`config.mk`:
```
export PLATFORM = sky130hd
export DESIGN_NAME = min_pulse_width_driver
export DESIGN_NICKNAME = d
export VERILOG_FILES = /design/src/rtl/min_pulse_width_driver.sv
export SDC_FILE = /design/constraint.sdc
export NUM_CORES = 1
export LEC_CHECK = 0
export CAP_MARGIN = 0
export CORE_AREA = 2 2 39 41
export CTS_CLUSTER_SIZE = 20
export DETAILED_ROUTE_END_ITERATION = 10
export DIE_AREA = 0 0 41 43
export GPL_TIMING_DRIVEN = 0
export HOLD_SLACK_MARGIN = 0.02
export PLACE_DENSITY = 0.6
export SLEW_MARGIN = 20
export SYNTH_ARGS = -nofsm -noshare
export SYNTH_HDL_FRONTEND = slang
export SYNTH_SLANG_ARGS = --single-unit
export TNS_END_PERCENT = 1
```
`constraint.sdc`:
```
create_clock -name iClk -period 2.3 [get_ports iClk]
set_clock_uncertainty 0.05 [all_clocks]
set_input_delay 0.345 -clock iClk [delete_from_list [all_inputs] [get_ports iClk]]
set_output_delay 0.345 -clock iClk [all_outputs]
set_load 0.05 [all_outputs]
```
`src/rtl/min_pulse_width_driver.sv`:
```
// Output-side minimum pulse width enforcer: each lane holds a driven level for MIN_*_CYCLES.
// Optional macro MPWD_LATCH_EN: latch requests seen during a hold and replay them at expiry.
module min_pulse_width_driver #(
  parameter int unsigned                  NUMBER_OF_SIGNALS = 1,
  parameter logic [NUMBER_OF_SIGNALS-1:0] RST_VALUE         = '0,
  parameter int unsigned                  MIN_HIGH_CYCLES   = 4,
  parameter int unsigned                  MIN_LOW_CYCLES    = 4,
  parameter int unsigned                  CNT_WIDTH         = 8
) (
  input  logic                         iClk,
  input  logic                         iARst,
  input  logic                         iSRst_n,
  input  logic                         iEna,
  input  logic [NUMBER_OF_SIGNALS-1:0] iSignal,
  output logic [NUMBER_OF_SIGNALS-1:0] oSignals,
  output logic [NUMBER_OF_SIGNALS-1:0] oBusy,
  output logic [NUMBER_OF_SIGNALS-1:0] oPending
);

  localparam logic [CNT_WIDTH-1:0] HighLoad = CNT_WIDTH'(MIN_HIGH_CYCLES - 1);
  localparam logic [CNT_WIDTH-1:0] LowLoad  = CNT_WIDTH'(MIN_LOW_CYCLES - 1);
  localparam logic [CNT_WIDTH-1:0] CntOne   = CNT_WIDTH'(1);

  if (MIN_HIGH_CYCLES < 1 || MIN_LOW_CYCLES < 1) begin : gBadMin
    $error("min_pulse_width_driver: MIN_*_CYCLES must be >= 1");
  end
  if (MIN_HIGH_CYCLES >= (2 ** CNT_WIDTH) || MIN_LOW_CYCLES >= (2 ** CNT_WIDTH)) begin : gBadWidth
    $error("min_pulse_width_driver: CNT_WIDTH too narrow for MIN_*_CYCLES");
  end

  logic [NUMBER_OF_SIGNALS-1:0] sigReg;
  logic [NUMBER_OF_SIGNALS-1:0] sigNext;
  logic [NUMBER_OF_SIGNALS-1:0] reqDiff;
  logic [NUMBER_OF_SIGNALS-1:0] toggle;
  logic [CNT_WIDTH-1:0]         cnt     [NUMBER_OF_SIGNALS];
  logic [CNT_WIDTH-1:0]         cntNext [NUMBER_OF_SIGNALS];

  assign reqDiff = iSignal ^ sigReg;

`ifdef MPWD_LATCH_EN
  logic [NUMBER_OF_SIGNALS-1:0] pendReg;
  logic [NUMBER_OF_SIGNALS-1:0] pendNext;

  // A pending request forces the toggle even if the input has already returned.
  assign toggle   = reqDiff | pendReg;
  assign oPending = pendReg;
`else
  assign toggle   = reqDiff;
  assign oPending = '0;
`endif

  always_comb begin
    sigNext = sigReg;
`ifdef MPWD_LATCH_EN
    pendNext = pendReg;
`endif
    for (int i = 0; i < NUMBER_OF_SIGNALS; i++) begin
      cntNext[i] = cnt[i];
      if (cnt[i] != '0) begin
        cntNext[i] = cnt[i] - CntOne;
`ifdef MPWD_LATCH_EN
        if (reqDiff[i]) pendNext[i] = 1'b1;
`endif
      end else if (toggle[i]) begin
        sigNext[i] = ~sigReg[i];
        // Hold length follows the level being driven next, i.e. the inverse of sigReg.
        cntNext[i] = sigReg[i] ? LowLoad : HighLoad;
`ifdef MPWD_LATCH_EN
        pendNext[i] = 1'b0;
`endif
      end
    end
  end

  always_ff @(posedge iClk or posedge iARst) begin
    if (iARst) begin
      sigReg <= RST_VALUE;
      for (int i = 0; i < NUMBER_OF_SIGNALS; i++) cnt[i] <= '0;
    end else if (!iSRst_n) begin
      sigReg <= RST_VALUE;
      for (int i = 0; i < NUMBER_OF_SIGNALS; i++) cnt[i] <= '0;
    end else if (iEna) begin
      sigReg <= sigNext;
      for (int i = 0; i < NUMBER_OF_SIGNALS; i++) cnt[i] <= cntNext[i];
    end
  end

`ifdef MPWD_LATCH_EN
  always_ff @(posedge iClk or posedge iARst) begin
    if (iARst) begin
      pendReg <= '0;
    end else if (!iSRst_n) begin
      pendReg <= '0;
    end else if (iEna) begin
      pendReg <= pendNext;
    end
  end
`endif

  always_comb begin
    oBusy = '0;
    for (int i = 0; i < NUMBER_OF_SIGNALS; i++) oBusy[i] = (cnt[i] != '0);
  end

  assign oSignals = sigReg;

endmodule

```
==> results of run 1 <==
power by group through the flow:
stage                     Combinational (mW)  Sequential [mW]  Clock, mW
after global placement                 0.426            0.272          0
after global routing                   0.471            0.281      0.139
after CTS                              0.422            0.268      0.129
final                                  0.432            0.275      0.130
after floorplan                        0.330            0.271          0
after detailed placement               0.431            0.272          0
stage by stage:
stage | setup slack, ns | hold WS, ns
final | 0.0634 | 0.284
after global routing | 0.00379 | 0.324
after CTS | 0.0379 | 0.305
after detailed placement | 0.0501 | 0.497
after global placement | 0.0413 | 0.496
after floorplan | 0.252 | 0.123
worst min-delay path by stage:
stage,start,end,slack [ns]
2_1_floorplan,iARst,cnt[0],0.12
3_3_place_gp,cnt[1],cnt[1],0.50
3_5_place_dp,cnt[1],cnt[1],0.50
4_1_cts,iARst,cnt[3],0.31
5_1_grt,iARst,cnt[3],0.32
6_report,iARst,cnt[3],0.28
flip-flops by register name (all words and copies together) (netlist names):
name / count
cnt: 8
oSignals: 1
cell families (layout without fill, tap and decap cells):
logic type      Yosys count  after routing  synth area share, %
simple gates             22             22                 23.2
compound gates           14             14                 21.0
flops                     9              9                 42.6
buf+inv                   6             15                 4.96
xor+xnor                  2              2                 3.31
fa+ha+maj                 1              1                 2.36
other cells               1              1                0.709
mux                       1              1                 1.89
layer usage:
metal,track usage [%],wire length [um]
met2,19.7,496
met3,3.14,58
met4,12.0,37
met5,0,0
met1,19.6,489
cell usage in the layout (no fill, tap or decap), drive strengths merged, types with 2 or more instances in the layout:
cell / instances
a21oi: 4
clkbuf: 5
clkdlybuf4s50: 4
dfrtp: 9
inv: 4
nand2: 6
nand3: 3
nor2: 3
nor2b: 2
o211a: 2
o21ai: 2
xor2: 2
final cells by class:
cell class | instances | area share [%]
Multi-Input combinational cell | 41 | 45.0
Sequential cell | 9 | 35.7
Timing Repair Buffer | 5 | 7.74
Clock buffer | 4 | 4.17
Tap cell | 16 | 3.17
Inverter | 4 | 2.38
Buffer | 2 | 1.79
Yosys cell counts:
library cell and count:
dfrtp_1 9, nand2_1 6, inv_1 4, a21oi_1 3, nand3_1 3, nor2_1 3, nor2b_1 2, o211a_1 2
o21ai_0 2, xor2_1 2, a21oi_2 1, a31o_1 1, a31oi_1 1, buf_4 1, clkbuf_1 1, conb_1 1
ha_1 1, mux2i_1 1, nand4_1 1, nor3_1 1, nor3b_1 1, nor4_1 1, o2111ai_1 1, o311ai_2 1
o31a_1 1, o41ai_1 1, or3_1 1, or3b_2 1, or4_4 1, or4b_1 1
repair_timing:
| action | in CTS | in global routing |
|---|---|---|
| setup buffers | 0 | 0 |
| cloned | 0 | 0 |
| resized for setup | 1 | 1 |
| setup endpoints to repair | 1 | 1 |
| hold buffers | 0 | 0 |
worst max-delay path, stage by stage (launching register included):
cell           delay, ns
dfrtp_1             0.41
inv_1               0.07
ha_1                0.20
nor3b_1             0.28
nand2_1             0.16
dlygate4sd2_1       0.46
==> impl_results.md, run 1 <==
- Largest net degree at the start of global routing: 10
- Syn avg cell area: 9.45 sq um
- I/O pin count: 8
- Layout cells sized above 1: 13.8%
- Worst-skew pair later-pin latency: 0.27 ns
- Vias: roughly 450
- Synth unique cells: 30
- Flop pwr share: approximately 33%
- Synth top area share: 42.6%
- Initial antenna violation count: 0
- Relative slew slack: 55.6%
- Number of antenna-violating nets in the routed design: 0
- CTS max path bufs: 2
- Number of synthesized register bits: 9
- Worst slew pin tran: 0.659 ns
- Psw: 0.386 mW
- Final setup TNS: 0 ns
- Yosys top cell by area: dfrtp_1
- Die height: 43 um
- Clock-pin slew on the worst setup and hold paths: 0.07 ns
- Drt first pass iters: 4
- Final HPWL from detailed placement: 771 um
- Internal power: 0.451 mW
- Final Critical Period: 2.24 ns
- Path type of the worst min-delay path: input pin to asynchronous set/reset pin
- Area of the multi-input gates: around 280 sq um
- Maximum fanout along the worst path: 4
- Non-filler cells in the finished layout: 81
- R2R Setup Slk: 0.30 ns
- Status: finished, final reports clean
- # fillers: 132
- # diodes: 0
- Syn Nets: 62
- Final Instance Area: 631 sq um
- Net Sw Frac: 46.1%
- # clock sinks: 9
- RSZ-0062 raised after global routing: no
- Die footprint: 0.00176 sq mm
- Placer Congestion: between 0.8 and 0.9
- VDD IR max: 800 uV
- Area grow syn2layout: 19.1%
- Clock power share: around 16%
- Crit path to: oBusy
- Crit. Startpoint: cnt[0]
- Width of the die: 41 um
- Placed Area: 599 sq um
- Mapped Area: about 530 sq um
- Final Hold Fails: 0
- Synth area leaders: dfrtp_1 (43%), nand2_1 (4.3%), o211a_1 (3.8%)
- CP required: 1.90 ns
- Post-Synthesis Cells: 56
- Final Util: roughly 46%
- Core Area: 0.00138 sq mm
- Critical Path End Type: primary output
- DR vias/cell: 5.49
- Fin nets: 72
- Vias in the first global route: 380
- H-Tree Depth: 1
- Critical path class: register to primary output
- Crit share post-route: 97.2%
- FF-to-FF path depth: 6
- Post-Route WL: 1080 um
- # setup viols final: 0
- Iter 0 DRT Violations: 9
- Cell count after placement: slightly below 80
- P per Cell Area: 1330 mW/mm^2
- PortBufs: 5
- Reg2reg end: cnt[7]
- Gr usage total: 14.8%
- Register area: ~230 sq um
- FP Rows: 14
- Yosys warns: 0
- CTS root buf: clkbuf_4
- FMAX: about 450 MHz
- First-pass GRT wire length: 1690 um
- DRC: 0
- TritonCTS Buffers: 3
- Startpoint Class: register
- Gr ovfl total: 0
- Fin. max-slew vios: 0
- Max-cap violations: 0
- Worst r2r src: cnt[0]
- Worst endpoint data arrival time: 1.84 ns
- Seq/Total Area, Yosys: 42.6%
- Leak Pwr: 0.286 nW
- Post-layout power: 0.837 mW
- Logic pwr share: ~52%
- Initial core utilization: 38.2%
- CTS tree: yes
- Routed len/inst: 13.3 um
Power figures use the tool's default switching activity.
==> run 2, diff against run 1 <==
--- a/config.mk
+++ b/config.mk
@@ -6,13 +6,13 @@
 export NUM_CORES = 1
 export LEC_CHECK = 0
 export CAP_MARGIN = 0
-export CORE_AREA = 2 2 39 41
+export CORE_MARGIN = 1.5
+export CORE_UTILIZATION = 34
 export CTS_CLUSTER_SIZE = 20
 export DETAILED_ROUTE_END_ITERATION = 10
-export DIE_AREA = 0 0 41 43
 export GPL_TIMING_DRIVEN = 0
 export HOLD_SLACK_MARGIN = 0.02
-export PLACE_DENSITY = 0.6
+export PLACE_DENSITY = 0.52
 export SLEW_MARGIN = 20
 export SYNTH_ARGS = -nofsm -noshare
 export SYNTH_HDL_FRONTEND = slang
==> impl_results.md, run 2 (synthesis results as in run 1) <==
- Status: finished, final reports clean
- CTS tree: yes
- Largest Register: cnt
- Placed Area: approximately 600 sq um
- Layout cells sized above 1: approximately 15%
- # diodes: 0
- Relative slew slack: 54.7%
- Number of antenna-violating nets in the routed design: 0
- Iter 0 DRT Violations: 5
- Clock-pin slew on the worst setup and hold paths: 0.06 ns
- VDD IR max: approximately 580 uV
- Core Area: about 0.0015 sq mm
- Path type of the worst min-delay path: input pin to asynchronous set/reset pin
- Area grow syn2layout: 18.4%
- Setup WS pre-CTS: 0.0713 ns
- Die height: around 42 um
- # clock sinks: 9
- Max reg flops: 8
- Crit share post-route: 86.5%
- # setup viols final: 0
- CP required: 1.90 ns
- Fin. max-slew vios: 0
- Final HPWL from detailed placement: 778 um
- Critical path class: register to primary output
- Fin Hold WS: 0.293 ns
- Startpoint Class: register
- Width of the die: approximately 42 um
- PortBufs: 5
- Worst slew pin tran: 0.673 ns
- P per Cell Area: 1310 mW/mm^2
- Commonest cells after routing, fill and taps aside: dfrtp_1 (9), nand2_1 (6), inv_1 (4), clkdlybuf4s50_1 (4)
- Placer Congestion: between 0.7 and 0.8
- FMAX: 502 MHz
- Commonest non-fill, non-tap cell in the layout: dfrtp_1
- CTS max path bufs: 2
- Non-filler cells in the finished layout: 81
- Cell count after placement: 77
- Area of the multi-input gates: 284 sq um
- Post-CTS Setup Bufs: 0
- Fin nets: 72
- Largest net degree at the start of global routing: 10
- Critical Path End Type: primary output
- First-pass GRT wire length: 1990 um
- Final Hold Fails: 0
- DR vias/cell: 5.52
- Max-cap violations: 0
- Final Critical Period: 1.99 ns
- Worst-skew pair later-pin latency: 0.27 ns
- Worst endpoint data arrival time: 1.60 ns
- I/O pin count: 8
- Die footprint: 0.00180 sq mm
- DRC: 0
- Drt first pass iters: 5
- Routed len/inst: 12.9 um
- Gr ovfl total: 0
- Vias in the first global route: approximately 450
- Gr usage total: 14.8%
- Leak Pwr: 0.286 nW
- Post-Route WL: 1040 um
- # fillers: 166
- Final setup TNS: 0 ns
- RSZ-0062 raised after global routing: no
- TritonCTS Buffers: 3
- H-Tree Depth: 1
- Final Instance Area: 627 sq um
- Vias: 447
- Fin worst setup slack: 0.310 ns
- FP Rows: 14
- Initial core utilization: 35.5%
- Register area: 225 sq um
- Maximum fanout along the worst path: 4
- CTS root buf: clkbuf_4
- Initial antenna violation count: 0
- Hold-fix buffers, CTS: 0
-- run 2: changes by cell type in the layout (fill, tap and decap cells not counted), sizes merged --
cell	previous run	this run
dlygate4sd2	1	0
clkbuf	5	6
-- run 2: area by class of cell --
class / count / area share, %
timing repair buffer: 5 / 7.19
tap: 16 / 3.19
inverter: 4 / 2.40
buffer: 2 / 1.80
multi-input combinational: 41 / 45.3
clock buffer: 4 / 4.19
sequential: 9 / 35.9
-- run 2: metal layers --
metal	vias up	GRT usage, %	wire [um]
met2	14	20.3	440
li1	224	-	-
met1	207	20.9	514
met5	-	0	0
met3	2	3.02	60
met4	0	9.38	26
-- run 2: report_power, final --
group | internal [mW] | leakage [nW] | switching [mW]
Sequential | 0.208 | 0.121 | 0.0693
Combinational | 0.171 | 0.150 | 0.244
Clock | 0.0672 | 0.0150 | 0.0615
-- run 2: final timing paths --
kind,from,endpoint,slack (ns),cells after the start
worst max-delay path,cnt[0],oBusy,0.31,5
worst min-delay path,iARst,cnt[0],0.29,2
worst max register to register,cnt[0],cnt[7],0.37,6
worst min register to register,cnt[1],cnt[1],0.51,1
max in group asynchronous,iARst,cnt[7],1.65,2
min in group iClk,iEna,cnt[3],0.50,3
-- run 2: critical path, cell delays in order (launching register included) --
cell      delay [ns]
dfrtp_1         0.41
inv_1           0.07
ha_1            0.18
nor3b_1         0.25
nand2_1         0.15
clkbuf_2        0.27
-- run 2: stage by stage --
| stage | util [%] | total power, mW |
|---|---|---|
| after global routing | 42.1 | 0.897 |
| after CTS | 41.9 | 0.824 |
| final | 42.1 | 0.822 |
| after detailed placement | 40.3 | 0.702 |
| after global placement | 40.3 | 0.699 |
| after floorplan | - | 0.601 |
-- run 2: what timing repair did --
item	in CTS	in global routing
hold endpoints to repair	0	0
resized for setup	1	3
pin swaps	0	0
endpoints found under the setup margin	1	1
==> run 3, diff against run 2 <==
--- a/config.mk
+++ b/config.mk
@@ -6,7 +6,6 @@
 export NUM_CORES = 1
 export LEC_CHECK = 0
 export CAP_MARGIN = 0
-export CORE_MARGIN = 1.5
 export CORE_UTILIZATION = 34
 export CTS_CLUSTER_SIZE = 20
 export DETAILED_ROUTE_END_ITERATION = 10
==> constraint.sdc (replaced) <==
create_clock -name iClk -period 2 [get_ports iClk]
set_clock_uncertainty 0.05 [all_clocks]
set_input_delay 0.3 -clock iClk [delete_from_list [all_inputs] [get_ports iClk]]
set_output_delay 0.3 -clock iClk [all_outputs]
set_load 0.05 [all_outputs]
==> impl_results.md, run 3 (synthesis results as in run 1) <==
- Status: finished, final reports clean
- Setup WS pre-CTS: -0.213 ns
- Width of the die: ~41 um
- P per Cell Area: 1520 mW/mm^2
- Die footprint: about 0.0017 sq mm
- Commonest cells after routing, fill and taps aside: dfrtp_1 (9), nand2_1 (6), inv_1 (4), clkdlybuf4s50_1 (4)
- TritonCTS Buffers: 3
- Hold-fix buffers, CTS: 0
- Leak Pwr: 0.288 nW
- PortBufs: 5
- Worst slew pin tran: 0.501 ns
- Crit path buf inv count: 1
- Path type of the worst min-delay path: input pin to asynchronous set/reset pin
- Drt first pass iters: 4
- # clock sinks: 9
- Final HPWL from detailed placement: 757 um
- Fin nets: 72
- Relative slew slack: between 60 and 70%
- Clock-pin slew on the worst setup and hold paths: 0.07 ns
- Largest Register: cnt
- CTS max path bufs: 2
- Critical Path End Type: register
- Uppermost routed layer: met4
- Iter 0 DRT Violations: 13
- Fin. max-slew vios: 0
- # setup viols final: 0
- Gr ovfl total: 0
- Routed len/inst: around 13 um
- Fin worst setup slack: approximately 0.096 ns
- Core Area: 0.00137 sq mm
- H-Tree Depth: 1
- Largest net degree at the start of global routing: 10
- DRC: 0
- Final Critical Period: 1.90 ns
- Initial core utilization: 38.7%
- Die height: 41.5 um
- Placer Congestion: 0.744
- Worst endpoint data arrival time: 2.05 ns
- Met2 WL: 429 um
- First-pass GRT wire length: roughly 1800 um
- Area grow syn2layout: 19.1%
- RSZ-0062 raised after global routing: yes
- DR vias/cell: 5.50
- Max reg flops: 8
- Layout cells sized above 1: 16.9%
- VDD IR max: about 550 uV
- Cell Chain, Critical Path: inv_1 -> ha_1 -> or3b_2 -> o31a_1 -> a31o_1 -> a21oi_2
- FMAX: 525 MHz
- Critical path class: register to register
- CTS root buf: clkbuf_4
- Met3 WL: 36 um
- # diodes: 0
- Startpoint Class: register
- Post-Route WL: 1030 um
- Post-layout power: about 0.96 mW
- Commonest non-fill, non-tap cell in the layout: dfrtp_1
- Vias in the first global route: 390
- Vias: 440
- Number of antenna-violating nets in the routed design: 0
- Crit share post-route: 95.2%
- CTS tree: yes
- Maximum fanout along the worst path: 5
- Initial antenna violation count: 0
- CP required: 2.14 ns
- Worst-skew pair later-pin latency: ~0.27 ns
- Cell family with the largest share of critical-path delay: compound AO/OA/AOI/OAI gates
- I/O pin count: 8
- Gr usage total: between 10% and 20%
- CP max stage cell: or3b_2
- Max-cap violations: 0
- FP Rows: 13
- Final Hold Fails: 0
- CP peak stage delay: ~0.47 ns
- DRT met1 WL: around 520 um
[run 3: cell types whose count changed in the layout (fill, tap and decap cells not counted)]
cell	previous run	this run
nor3b_2	0	1
o21ai_1	0	1
nor3b_1	1	0
clkbuf_2	1	0
buf_2	0	1
o21ai_0	2	1
[run 3: path summary, 6_finish.rpt]
kind	from	end	slack (ns)	cells after the start
max	cnt[0]	cnt[5]	0.1	6
min	iARst	cnt[0]	0.24	2
max reg2reg	cnt[0]	cnt[5]	0.1	6
min reg2reg	cnt[1]	cnt[1]	0.51	1
max in group asynchronous	iARst	cnt[4]	1.39	2
min in group iClk	iEna	cnt[2]	0.45	3
[run 3: through the flow]
step	hold WS [ns]	instance area [sq um]	utilization [%]	cells	TNS, ns
2_1_floorplan	0.0779	529	-	56	0
3_3_place_gp	0.499	598	43.8	76	-0.358
3_5_place_dp	0.498	598	43.8	76	-0.338
4_1_cts	0.259	626	45.8	80	0
5_1_grt	0.281	631	46.2	80	-0.0278
6_report	0.241	631	46.2	80	0
[run 3: power by group]
part	internal (mW)	switching [mW]	total, mW	leakage (nW)
logic	0.202	0.288	0.489	0.152
registers	0.239	0.0795	0.319	0.121
clock network	0.0772	0.0705	0.148	0.0150
total	0.518	0.438	0.956	0.288
[run 3: cell type report]
| cell class | instances | area, sq um |
|---|---|---|
| buffer | 2 | 11.3 |
| timing repair buffer | 5 | 45.0 |
| inverter | 4 | 15.0 |
| sequential | 9 | 225 |
| multi-input combinational | 41 | 289 |
| fill | 136 | 736 |
| clock buffer | 4 | 26.3 |
| tap | 15 | 18.8 |
[run 3: per-layer routing]
layer  up-vias  GRT usage (%)
li1        221              -
met1       207           18.5
met2         8           19.1
met3         4           2.61
met4         0           11.6
met5         -              0
[run 3: repair_timing]
item	4_1_cts	5_1_grt
endpoints found under the setup margin	1	2
resized for setup	6	1
setup buffers	0	0
gates cloned	0	0
